$ cat config.mk
export PLATFORM = sky130hd
export DESIGN_NAME = mul_shift_add_seq
export DESIGN_NICKNAME = d
export VERILOG_FILES = /design/src/rtl/mul_shift_add_seq.sv
export SDC_FILE = /design/constraint.sdc
export NUM_CORES = 1
export LEC_CHECK = 0
export BUFFER_PORTS_ARGS = -buffer_cell sky130_fd_sc_hd__buf_2
export CORE_MARGIN = 10
export CORE_UTILIZATION = 26
export DETAILED_ROUTE_END_ITERATION = 10
export GPL_TIMING_DRIVEN = 0
export PLACE_DENSITY = 0.51
export REMOVE_ABC_BUFFERS = 1
export SLEW_MARGIN = 20
export SYNTH_ARGS = -nofsm -noshare
export SYNTH_HDL_FRONTEND = slang
export SYNTH_SLANG_ARGS = --single-unit
$ cat constraint.sdc
create_clock -name clk -period 4.9 [get_ports clk]
set_input_delay 0.49 -clock clk [delete_from_list [all_inputs] [get_ports clk]]
set_output_delay 0.49 -clock clk [all_outputs]
set_load 0.01 [all_outputs]
$ cat src/rtl/mul_shift_add_seq.sv
// mul_shift_add_seq
//   Sequential shift-and-add multiplier. One partial product per clock, with an
//   optional early exit once the remaining multiplier bits are all zero.
//   Operands are treated as signed or unsigned, selected at run time. The unit
//   multiplies the magnitudes and negates the result at the end if needed.
//
// Parameters
//   WIDTH       operand width (>= 2); the product is 2*WIDTH bits
//   EARLY_TERM  1: leave CALC when the remaining multiplier is zero
//               0: always spend WIDTH cycles in CALC
//
// Ports
//   clk       in   rising-edge clock
//   rst_n     in   asynchronous active-low reset
//   start     in   operation request, sampled only while idle
//   signed_i  in   1: a_in/b_in are two's complement (latched with start)
//   a_in      in   multiplicand (latched with start)
//   b_in      in   multiplier (latched with start)
//   busy      out  high from the cycle after an accepted start through the done cycle
//   done      out  one-cycle pulse; product is valid from this cycle on
//   product   out  result, held until the next accepted start
module mul_shift_add_seq #(
   parameter int unsigned WIDTH      = 8,
   parameter bit          EARLY_TERM = 1'b1
) (
   input  logic                 clk,
   input  logic                 rst_n,
   input  logic                 start,
   input  logic                 signed_i,
   input  logic [WIDTH-1:0]     a_in,
   input  logic [WIDTH-1:0]     b_in,
   output logic                 busy,
   output logic                 done,
   output logic [2*WIDTH-1:0]   product
);

   localparam int unsigned CW = $clog2(WIDTH + 1);

   typedef enum logic [1:0] {
      S_IDLE,
      S_CALC,
      S_FIN
   } state_t;

   state_t               state_q,   state_d;
   logic [2*WIDTH-1:0]   ma_sh_q,   ma_sh_d;
   logic [WIDTH-1:0]     mb_q,      mb_d;
   logic [2*WIDTH-1:0]   acc_q,     acc_d;
   logic [CW-1:0]        cnt_q,     cnt_d;
   logic                 neg_q,     neg_d;
   logic                 busy_q,    busy_d;
   logic                 done_q,    done_d;
   logic [2*WIDTH-1:0]   product_q, product_d;

   logic [WIDTH-1:0]     a_mag;
   logic [WIDTH-1:0]     b_mag;

   always_comb begin
      // Magnitudes stay unsigned in WIDTH bits, so the most negative value
      // maps onto 2^(WIDTH-1) without overflow.
      a_mag     = (signed_i && a_in[WIDTH-1]) ? -a_in : a_in;
      b_mag     = (signed_i && b_in[WIDTH-1]) ? -b_in : b_in;

      state_d   = state_q;
      ma_sh_d   = ma_sh_q;
      mb_d      = mb_q;
      acc_d     = acc_q;
      cnt_d     = cnt_q;
      neg_d     = neg_q;
      busy_d    = busy_q;
      done_d    = 1'b0;
      product_d = product_q;

      unique case (state_q)
         S_IDLE: begin
            // busy_q is still high during the done cycle (state already IDLE);
            // a start seen then is ignored, which gives the one-cycle gap when
            // start is held high.
            if (start && !busy_q) begin
               ma_sh_d   = {{WIDTH{1'b0}}, a_mag};
               mb_d      = b_mag;
               neg_d     = signed_i & (a_in[WIDTH-1] ^ b_in[WIDTH-1]);
               acc_d     = '0;
               cnt_d     = CW'(WIDTH);
               product_d = '0;
               busy_d    = 1'b1;
               state_d   = S_CALC;
            end else begin
               busy_d    = 1'b0;
            end
         end
         S_CALC: begin
            if (mb_q[0]) begin
               acc_d = acc_q + ma_sh_q;
            end
            ma_sh_d = ma_sh_q << 1;
            mb_d    = mb_q >> 1;
            cnt_d   = cnt_q - CW'(1);
            if ((cnt_d == '0) || (EARLY_TERM && (mb_d == '0))) begin
               state_d = S_FIN;
            end
         end
         S_FIN: begin
            product_d = neg_q ? -acc_q : acc_q;
            done_d    = 1'b1;
            state_d   = S_IDLE;
         end
         default: begin
            state_d = S_IDLE;
         end
      endcase
   end

   always_ff @(posedge clk or negedge rst_n) begin
      if (!rst_n) begin
         state_q   <= S_IDLE;
         ma_sh_q   <= '0;
         mb_q      <= '0;
         acc_q     <= '0;
         cnt_q     <= '0;
         neg_q     <= 1'b0;
         busy_q    <= 1'b0;
         done_q    <= 1'b0;
         product_q <= '0;
      end else begin
         state_q   <= state_d;
         ma_sh_q   <= ma_sh_d;
         mb_q      <= mb_d;
         acc_q     <= acc_d;
         cnt_q     <= cnt_d;
         neg_q     <= neg_d;
         busy_q    <= busy_d;
         done_q    <= done_d;
         product_q <= product_d;
      end
   end

   assign busy    = busy_q;
   assign done    = done_q;
   assign product = product_q;

endmodule
Word-level counts from Yosys, hierarchy flattened. Index checks and enable logic that the tools add are counted.

Add/subtract/negate cells: 5. Equal/unequal tests: 5. Multiplexer cells: 18. Bitwise gates (word level): 2. Reductions and logical operators: 15.

Operator list (count): one-hot mux 16 bit (2 select lines) (3); 2-to-1 mux 16 bit (4); 2-to-1 mux 8 bit (3); adder 16 bit (1); negator 16 bit (1); negator 8 bit (2); one-hot mux 8 bit (2 select lines) (1); zero test 8 bit (1); one-hot mux 4 bit (2 select lines) (1); AND reduction 2 bit (4); != test 2 bit (second input constant) (3); zero test 4 bit (1); 2-to-1 mux 2 bit (2); 2-to-1 mux 4 bit (1); one-hot mux 2 bit (2 select lines) (1); nonzero test 2 bit (2); subtractor 4 x 1 -> 4 bit (second input constant) (1); logical AND 1 bit (3); AND reduction 3 bit (1); == test 2 x 1 -> 1 bit (second input constant) (1); == test 2 bit (second input constant) (1); zero test 2 bit (1); 2-to-1 mux 1 bit (2); AND 1 bit (1); 3 further kinds (3).

Register bits: 65. Output and inout port bits: 18.

Logic depth before layout (Yosys ltp). Gate-level depths: netlist (run 1).

Word-level depth: 5. Depth in mapped cells: 9. Mapped depth without buffers: 9.

Worst setup path after synthesis (run 1). No wires, ideal clock.

Path kind: flip-flop to flip-flop. Start: register acc_q[0]. End: register acc_q[14]. Library setup time: 0.131 ns. Arrival time: 2.196 ns. Data required time: 4.769 ns. Setup slack: 2.573 ns. Stages on the path, launching flop included: 10. Path buffers: 0. Period minus slack after synthesis: 2.327 ns. Path through: dfrtp_1 ha_1 inv_1 fa_1 nor2b_1 o31a_1 or4_1 a41oi_1 a2111o_1 o211ai_1.

Cells in the longest elaborated chain, start to end: 3.

RTL lines: from (decl) (RTL line 48) `logic [2*WIDTH-1:0] acc_q, acc_d;`; from (signal assigned) (RTL line 119) `acc_q <= '0;`; from (signal assigned) (RTL line 129) `acc_q <= acc_d;`; adder 16 bit (RTL line 94) `acc_d = acc_q + ma_sh_q;`; 2-to-1 mux 16 bit (RTL line 93) `if (mb_q[0]) begin`; one-hot mux 16 bit (2 select lines) (RTL line 74) `unique case (state_q)`.

No other way between the ends. The select of a mux whose other input is x is not followed. A chain may end at the register's enable or synchronous reset.

Worst setup path in the final report (run 1). Ends and elaborated chain as after synthesis.

==> out/metrics.yaml, run 1 <==
cts:
  cts_buffers: 9
  cts.sinks: 65
  clk_pin_slew_worst_paths_ns: 0.05
  hold_buffers: 0
  post_cts_buffers: 0
  cts_tree: "built"
  clk-insertion-delay-late_ns: 0.32
  cts_max_level: 3
  cts-root-buf: "clkbuf_16"
  cts-resized-gates: 0
  cts_buffer_depth: 2
routing:
  drt_iter0_drc: 106
  dr.pass1.iters: 4
  final_antenna_net_count: 0
  viasPerCell: 4.88
  totalWireLength_mm: 9.23
  drcViolationCount: 0
  num_vias: 3201
  wl_per_cell_um: 14.1
yosys:
  netlist_area_um2: 3870
  synth_warnings: 0
  synth-edff-count: 0
  synthArstFlopShare_pct: 100
  synth_seq_cells: 65
  synthCells: 435
  avgSynthCellArea_um2: 8.89
  ys.flop_type: "dfrtp_1"
  seq_area_frac_synth_pct: 42.0
  synthDistinctLibCells: 46
timing:
  whs_ns: 0.0652
  rsz0062_at_grt: "no"
  finalMaxSlewViolations: 0
  setup_tns_ns: 0
  period_minus_slack_ns: 2.65
  worstMarginPinSlew_ns: 0.851
  fin_skew_ns: 0.00271
  setup_viol: 0
  fmax_ghz: 0.378
  final-hold-violation-count: 0
  timing.final.ws_setup_ns: 2.25
  max_slew_margin_pct: 43.1
  period_share_pct: 54.0
die:
  die_area_um2: 20200
  die_y_um: 142
  ios: 38
  initial_core_util_pct: 26.6
  core_um2: 14500
  die_x_um: 142
  rows: 44
setup_path:
  regToRegSetupSlack_ns: 2.25
  crit_type: "register to register"
  slowest_stage: "or4_1"
  critPathCaptureType: "register"
  cp.arrival_ns: 2.84
  path_cells: "ha_1 > inv_1 > fa_1 > nor2b_1 > o31a_1 > or4_1 > a41oi_1 > a2111o_1 > o211ai_1"
  cp-start-kind: "register"
  max_stage_delay_ns: 0.51
  cp_max_fo: 6
  required_ns: 5.10
placed_design:
  dpl_cell_area_um2: 4270
  gp_congestion: 0.868
  dp.cells: 640
  dpl.hpwl_mm: 7.00
  dp_slack_ns: 2.25
  io_buffer_count: 37
cells_and_area:
  n_antenna_cell: 0
  layout.cells.non_filler: 656
  fill_cells: 1563
  layout.nets: 508
  drive_gt1_share_pct: 13.1
  syn_to_final_growth_pct: 17.7
  utilization_pct: 31.3
  fin_area_um2: 4550
pwr:
  total_power_mw: 2.74
  pwr_density_cell_nw_per_um2: 602
  power.leakage_nw: 2.07
  ir_drop_v: 0.000191
min_path:
  hold_class: "input pin to async pin"
grt:
  grt_pass1_wl_mm: 16.1
  grt_pass1_vias: 3213
  gr-usage-all-layers_pct: 9.69
  antenna_found_initial: 0
  grt_max_degree: 44
  grt_overflow: 0
status:
  run_status: "finished, final reports clean"
flow_run:
  drv_cap: 0
-- cells in the mapped netlist, types with 4 or more instances --
master	n	share of area (%)
a21o_1	7	1.4
a21oi_1	19	2.5
a22oi_1	12	2.3
clkbuf_1	17	1.6
dfrtp_1	65	42
ha_1	20	6.5
inv_1	13	1.3
nand2_1	57	5.5
nand2b_1	6	0.97
nand3_1	30	3.9
nor2_1	20	1.9
nor2b_1	4	0.65
nor3_1	6	0.78
o21ai_0	66	8.5
o31ai_1	6	1.2
or3_1	5	0.81
xnor2_1	16	3.6
xor2_1	18	4.1
-- worst paths after layout --
path                             start          end  cells past startpoint
max in group asynchronous        rst_n      mb_q[5]                      2
min                              rst_n         done                      1
min reg2reg                product[10]  product[10]                      2
max                           acc_q[0]    acc_q[14]                      9
max reg2reg                   acc_q[0]    acc_q[14]                      9
min in group clk               b_in[0]      mb_q[0]                      3
-- layout by cell type (no fill, tap or decap), types with 4 or more instances in the layout --
master and count:
nand2b_1 5, clkbuf_16 9, o31ai_1 6, ha_1 20, a21o_1 7, dfrtp_1 65, a22oi_1 12, xor2_1 18
nand2_1 57, nor2_1 20, o21ai_0 66, xnor2_1 16, nor3_1 5, buf_2 36, nand3_1 30, a21oi_1 19
or3_1 4, inv_1 13
-- registers in the layout, summed over array words and instances, names as in the netlist --
register  cells
state_q       2
mb_q          8
busy          1
ma_sh_q      16
done          1
neg_q         1
acc_q        16
cnt_q         4
product      16
-- metal layers --
layer / GRT usage [%] / routed length, um
met2: 14.1 / 3920
met4: 3.17 / 131
met1: 13.4 / 4710
met3: 2.90 / 464
met5: 0 / 0
-- critical path: cells and delay by family, from the launching register on --
kind	cells	cell delay [ns]
compound gates	4	0.98
simple gates	2	0.58
flops	1	0.45
fa+ha+maj	2	0.42
buf+inv	1	0.07
-- where the power goes --
group          leakage [nW]  total, mW  switching [mW]  internal [mW]
sequential            0.858      0.973           0.234          0.739
combinational          1.07       1.18           0.689          0.495
clock                 0.139      0.584           0.217          0.367
-- logic make-up after synthesis --
kind of cell | after synthesis | share of synthesized area [%]
xor+xnor | 34 | 7.70
mux | 3 | 0.776
simple gates | 142 | 17.4
buf+inv | 32 | 3.10
compound gates | 138 | 22.0
fa+ha+maj | 21 | 6.99
flops | 65 | 42.0
-- area by class of cell --
class	instances	area (um^2)	share of cell area, %
multi-input combinational	338	2130	46.9
sequential	65	1630	35.7
tap	184	230	5.06
inverter	13	48.8	1.07
clock inverter	3	15.0	0.330
clock buffer	13	260	5.72
timing repair buffer	40	238	5.22
Power figures use the tool's default switching activity.
==> inputs of run 2 (changes only) <==
ABC_AREA = 1   (was default)
PLACE_DENSITY = 0.5   (was 0.51)
clock period = 2.5 ns   (was 4.9 ns; I/O delays follow)
==> out/metrics.yaml, run 2 <==
pwr:
  p_sw_share_pct: 46.0  # +4.4 points
  pwr-share-clk_pct: 18.6  # -2.7 points
  pwr_density_cell_nw_per_um2: 1220  # +100%
  p_int_mw: 3.26  # +100%
  switching_power_mw: 2.78  # +140%
  ir_drop_v: 0.000549  # +190%
  power.leakage_nw: 2.59  # +25%
  pwr-share-seq_pct: 30.9  # -4.6 points
  comb_power_share_pct: 50.5  # +7.3 points
timing:
  fmax_ghz: 0.554  # +47%
  max_slew_margin_pct: 64.4  # +21 points
  rsz0062_at_grt: "no"
  setup_tns_ns: 0  # unchanged
  fin_skew_ns: 0.00493  # +0.00222 ns
  period_share_pct: 72.2  # +18 points
  period_minus_slack_ns: 1.80  # -0.841 ns
  final-hold-violation-count: 0  # unchanged
  worstMarginPinSlew_ns: 0.534  # -0.317 ns
  setup_viol: 0  # unchanged
  finalMaxSlewViolations: 0  # unchanged
yosys:
  synth-edff-count: 0  # unchanged
  synth_top_family_by_area: "simple AND/OR/NAND/NOR gates"
  synth_seq_cells: 65  # unchanged
  ys.flop_type: "dfrtp_1"
  synthDistinctLibCells: 36  # -22%
  synthCells: 586  # +35%
  synth.largest_area_cell: "dfrtp_1"
  synth_area_leaders: "dfrtp_1, nand2_1, inv_1"
  synthAdderAreaFrac_pct: 6.35  # -0.63 points
  netlist_area_um2: 4250  # +9.9%
  synth_simple_gate_area_share_pct: 30.4  # +13 points
  seq_area_frac_synth_pct: 38.2  # -3.8 points
  synth-xor-area-share_pct: 2.06  # -5.6 points
  synth_compound_area_share_pct: 12.8  # -9.2 points
  synth_warnings: 0  # unchanged
  avgSynthCellArea_um2: 7.26  # -18%
  synthArstFlopShare_pct: 100  # unchanged
  yosysMostFrequentCell: "nand2_1"
  synthTopCellsByCount: "nand2_1, inv_1, dfrtp_1"
  muxShareOfSynthArea_pct: 0  # -0.78 points
  synth_top_area_share_pct: 38.2  # -3.8 points
cts:
  clk_pin_slew_worst_paths_ns: 0.05  # about the same
  hold_buffers: 1  # +1
  cts.sinks: 65  # unchanged
  cts-resized-gates: 0  # unchanged
  clk-insertion-delay-late_ns: 0.34  # +0.02 ns
  cts_tree: "built"
  cts-root-buf: "clkbuf_16"
  post_cts_buffers: 0  # unchanged
  cts_buffers: 9  # unchanged
  cts_buffer_depth: 2  # unchanged
  cts_max_level: 3  # unchanged
routing:
  totalWireLength_mm: 10.6  # +15%
  num_vias: 3750  # +17%
  top_layer: "met4"
  wl_met3_um: 586  # +26%
  met1Wirelength_mm: 5.20  # +10%
  wl_per_cell_um: 12.5  # -11%
  drt_iter0_drc: 227  # +110%
  drcViolationCount: 0  # unchanged
  viasPerCell: 4.44  # -9.1%
  final_antenna_net_count: 0  # unchanged
  dr.pass1.iters: 4  # unchanged
  met2_length_mm: 4.69  # +20%
setup_path:
  cp.arrival_ns: 2.03  # -0.81 ns
  cp_max_fo: 5  # -1
  critPathCaptureType: "register"
  required_ns: 2.72  # -2.38 ns
  crit_type: "register to register"
  cp-start-kind: "register"
cells_and_area:
  regArea_um2: 1630  # unchanged
  layout_common_cells: "nand2_1, inv_1, dfrtp_1, nand3_1, buf_2"
  final_common_cell: "nand2_1"
  syn_to_final_growth_pct: 16.1
  multi_input_area_um2: 2190  # +2.9%
  fin_area_um2: 4940  # +8.4%
  layout.nets: 667  # +31%
  n_antenna_cell: 0  # unchanged
  fill_cells: 1747  # +12%
  drive_gt1_share_pct: 10.7  # -2.5 points
placed_design:
  io_buffer_count: 37  # unchanged
  dpl.hpwl_mm: 8.33  # +19%
  gp_congestion: 0.830  # -4.4%
  dpl_cell_area_um2: 4660  # +9.1%
grt:
  grt_pass1_vias: 3905  # +22%
  antenna_found_initial: 0  # unchanged
  grt_max_degree: 52  # +18%
  grt_overflow: 0  # unchanged
  gr-usage-all-layers_pct: 10.4  # +0.73 points
  grt_pass1_wl_mm: 18.5  # +16%
status:
  run_status: "finished, final reports clean"
flow_run:
  drv_cap: 0  # unchanged
die:
  die_y_um: 148  # +4.2%
  die_area_um2: 21900  # +8.5%
  die_x_um: 148  # +4.2%
  initial_core_util_pct: 26.7  # +0.057 points
  ios: 38  # unchanged
  rows: 46  # +4.5%
  core_um2: 15900  # +9.7%
min_path:
  hold_class: "input pin to register"
[run 2: path summary, 6_finish.rpt]
path                                   from     endpoint  slack [ns]  cells after the start
worst max-delay path               acc_q[1]  product[14]        0.70                      9
worst min-delay path                b_in[5]      mb_q[5]        0.21                      3
worst max register to register     acc_q[1]  product[14]        0.70                      9
worst min register to register  product[12]  product[12]        0.47                      2
max in group asynchronous             rst_n  product[11]        1.64                      3
min in group asynchronous             rst_n     cnt_q[1]        0.32                      2
[run 2: worst max-delay path: stages, from the launching register on]
cell and delay [ns]:
dfrtp_1 0.39, inv_1 0.17, ha_1 0.23, nand3_1 0.15, nand2_1 0.13, nand3_1 0.17, nor2_1 0.22, nand3_1 0.09
nand3_1 0.10, nand2_1 0.05
[run 2: power by group through the flow]
stage	Combinational (mW)	Sequential, mW	Clock, mW
6_report	3.05	1.87	1.13
5_1_grt	3.55	1.94	1.21
4_1_cts	3.09	1.87	1.17
3_5_place_dp	3.08	1.88	0
3_3_place_gp	3.03	1.87	0
2_1_floorplan	2.27	1.81	0
[run 2: layout make-up]
class	instances	share of cell area (%)
multi-input cells	417	44.5
well taps	216	5.48
inverters	94	7.20
clock buffers	14	5.35
repair buffers	39	4.56
flip-flops and latches	65	33.0
[run 2: cells by family (layout without fill, tap and decap cells)]
logic type | after synthesis | in the layout
adders and majority gates | 21 | 21
buffers and inverters | 104 | 147
DFF | 65 | 65
xor gates and xnor gates | 10 | 10
AOI/OAI and AO/OA | 91 | 91
and+or+nand+nor | 295 | 295
[run 2: per-layer routing]
metal  GRT usage, %  vias to the layer above
met4           4.11                        0
met5              0                        -
met3           3.21                        8
met1           12.9                     1695
met2           16.5                       65
li1               -                     1982
[run 2: per-stage QoR]
step / std cells / worst slack [ns] / hold slack (ns) / utilization [%] / power [mW]
after global routing: 845 / 0.512 / 0.202 / 31.0 / 6.70
after detailed placement: 830 / 0.707 / 0.138 / 29.2 / 4.96
final: 845 / 0.696 / 0.212 / 31.0 / 6.04
after CTS: 845 / 0.689 / 0.198 / 31.0 / 6.13
after floorplan: 576 / 0.934 / -0.0456 / - / 4.08
after global placement: 829 / 0.733 / 0.459 / 29.1 / 4.90
==> inputs of run 3 (changes only) <==
PLACE_DENSITY = 0.52   (was 0.5)
clock period = 1.55 ns   (was 2.5 ns; I/O delays follow)
==> out/metrics.yaml, run 3 (synthesis results as in run 2) <==
timing:
  fmax_ghz: 0.611  # +10%
  fin_skew_ns: 0.00741  # +0.00248 ns
  rsz0062_at_grt: "yes"
  max_slew_margin_pct: 75.1  # +11 points
  finalMaxSlewViolations: 0  # unchanged
  whs_ns: 0.114  # -0.0989 ns
  timing.final.ws_setup_ns: -0.0864  # -0.783 ns
  period_minus_slack_ns: 1.64  # -0.167 ns
  period_share_pct: 106  # +33 points
  final-hold-violation-count: 0  # unchanged
  worstMarginPinSlew_ns: 0.373  # -0.160 ns
  setup_viol: 9  # +9
setup_path:
  regToRegSetupSlack_ns: -0.09  # -0.78 ns
  crit_type: "register to register"
  cp-start-kind: "register"
  rr_worst_depth: 11  # +2
  cp.arrival_ns: 1.86  # -0.17 ns
  max_stage_delay_ns: 0.37  # -0.02 ns
  required_ns: 1.77  # -0.95 ns
  critPathCaptureType: "register"
  cp_common_cell: "nand2_1"
  cp_max_fo: 4  # -1
  slowest_stage: "dfrtp_1"
  r2r_start: "ma_sh_q[0]"
  worst_r2r_endpoint: "acc_q[14]"
  crit_path_start: "ma_sh_q[0]"
  path_cells: "ha_2 > inv_2 > fa_2 > inv_2 > nand4_1 > nand2_2 > nand2_2 > nand2_1 > nand2_1 > nand3_1 > nand2_1"
placed_design:
  gp_congestion: 0.794  # -4.3%
  dp.cells: 830  # unchanged
  dpl.hpwl_mm: 8.00  # -4.0%
  io_buffer_count: 37  # unchanged
pwr:
  switching_power_mw: 5.06  # +82%
  p_sw_share_pct: 45.4  # -0.63 points
  total_power_mw: 11.1  # +85%
  pwr-share-seq_pct: 28.0  # -2.9 points
  pwr_density_cell_nw_per_um2: 2010  # +65%
  p_int_mw: 6.09  # +87%
  power.leakage_nw: 2.73  # +5.7%
  ir_drop_v: 0.000803  # +46%
  comb_power_share_pct: 56.4  # +5.9 points
  pwr-share-clk_pct: 15.7  # -2.9 points
die:
  die_y_um: 148  # unchanged
  ios: 38  # unchanged
  die_area_um2: 21900  # unchanged
  initial_core_util_pct: 26.7  # unchanged
  die_x_um: 148  # unchanged
  core_um2: 15900  # unchanged
  rows: 46  # unchanged
min_path:
  hold_class: "input pin to register"
  hp-start: "b_in[7]"
  holdPathEnd: "mb_q[7]"
  holdPathStages: 3  # unchanged
cts:
  cts_buffer_depth: 2  # unchanged
  clk_pin_slew_worst_paths_ns: 0.05  # about the same
  cts_buffers: 9  # unchanged
  cts_tree: "built"
  cts.sinks: 65  # unchanged
  cts_max_level: 3  # unchanged
  clk-insertion-delay-late_ns: 0.33  # about the same
  cts-root-buf: "clkbuf_16"
routing:
  wl_per_cell_um: 12.7  # +1.4%
  dr.pass1.iters: 4  # unchanged
  viasPerCell: 4.50  # +1.3%
  totalWireLength_mm: 11.1  # +4.6%
  drcViolationCount: 0  # unchanged
  final_antenna_net_count: 0  # unchanged
  drt_iter0_drc: 148  # -35%
  num_vias: 3921  # +4.6%
grt:
  grt_overflow: 0  # unchanged
  grt_pass1_vias: 3797  # -2.8%
  grt_max_degree: 53  # +1.9%
  grtUsageMet3_pct: 3.24  # +0.031 points
  met2_usage_pct: 16.2  # -0.36 points
  grt_pass1_wl_mm: 18.8  # +1.3%
  grt_util_met1_pct: 13.7  # +0.76 points
  gr-usage-all-layers_pct: 10.5  # +0.045 points
  grt_busiest_layer: "met2"
  antenna_found_initial: 0  # unchanged
cells_and_area:
  fill_cells: 1727  # -1.1%
  drive_gt1_share_pct: 25.9  # +15 points
  syn_to_final_growth_pct: 30.0
  layout.cells.non_filler: 872  # +3.2%
  layout.nets: 694  # +4.0%
  layout_common_cells: "nand2_1, inv_1, dfrtp_1, nand3_1, buf_2"
  n_antenna_cell: 0  # unchanged
  final_common_cell: "nand2_1"
flow_run:
  drv_cap: 0  # unchanged
status:
  run_status: "finished, violations left"
  violations: "setup timing"
-- run 3: cell count changes in the layout (fill, tap and decap cells not counted), moves of 6 or more --
cell	change
nand2_2	+14
nand2_1	-15
nor2_1	-6
ha_4	+13
dfrtp_2	+13
dfrtp_1	-14
nand3_1	-9
inv_2	+8
ha_1	-14
inv_1	-8
buf_4	+23
-- run 3: final cells by class --
cell class	instances	area, um^2	area share, %
Tap cell	216	270	4.89
Inverter	94	359	6.49
Sequential cell	65	1650	29.8
Clock inverter	1	5.00	0.0905
Clock buffer	13	240	4.34
Timing Repair Buffer	65	440	7.96
Multi-Input combinational cell	418	2570	46.4
-- run 3: metal layers --
layer  routed length, um  share of wire, %
met1                5510                50
met2                4880                44
met3                 542               4.9
met4                 142               1.3
met5                   0                 0
-- run 3: what timing repair did --
item,4_1_cts,5_1_grt
buffers inserted,13,13
hold buffers,1,0
gates resized for setup,53,41
pin swaps,12,12
endpoints found under the setup margin,32,31
endpoints found under the hold margin,18,0
gates cloned,1,0
-- run 3: critical path: cells and delay by family, from the launching register on --
| kind | cells | cell delay, ns |
|---|---|---|
| flip-flops | 1 | 0.37 |
| adder cells (fa/ha/maj) | 2 | 0.51 |
| AND/OR/NAND/NOR | 7 | 0.52 |
| buffers and inverters | 2 | 0.13 |
-- run 3: how the worst max path moves through the flow --
stage	end	slack [ns]
detailed placement	product[14]	-0.25
finish	acc_q[14]	-0.09
global placement	product[14]	-0.24
global route	acc_q[10]	-0.22
floorplan	acc_q[12]	-0.02
CTS	acc_q[14]	-0.1
-- run 3: per-stage QoR --
step,instance area [um^2],worst slack [ns],setup TNS (ns),util (%)
CTS,5310,-0.0956,-0.308,33.3
global placement,4630,-0.241,-8.22,29.1
finish,5530,-0.0864,-0.403,34.7
global route,5530,-0.220,-1.44,34.7
floorplan,4180,-0.0163,-0.0163,-
detailed placement,4660,-0.253,-3.76,29.2
-- run 3: power by group through the flow --
stage | combinational [mW] | clock (mW) | sequential (mW)
CTS | 5.76 | 1.82 | 3.09
floorplan | 3.66 | 0 | 2.92
finish | 6.28 | 1.75 | 3.11
global placement | 4.92 | 0 | 3.01
global route | 7.09 | 1.90 | 3.21
detailed placement | 4.94 | 0 | 3.03
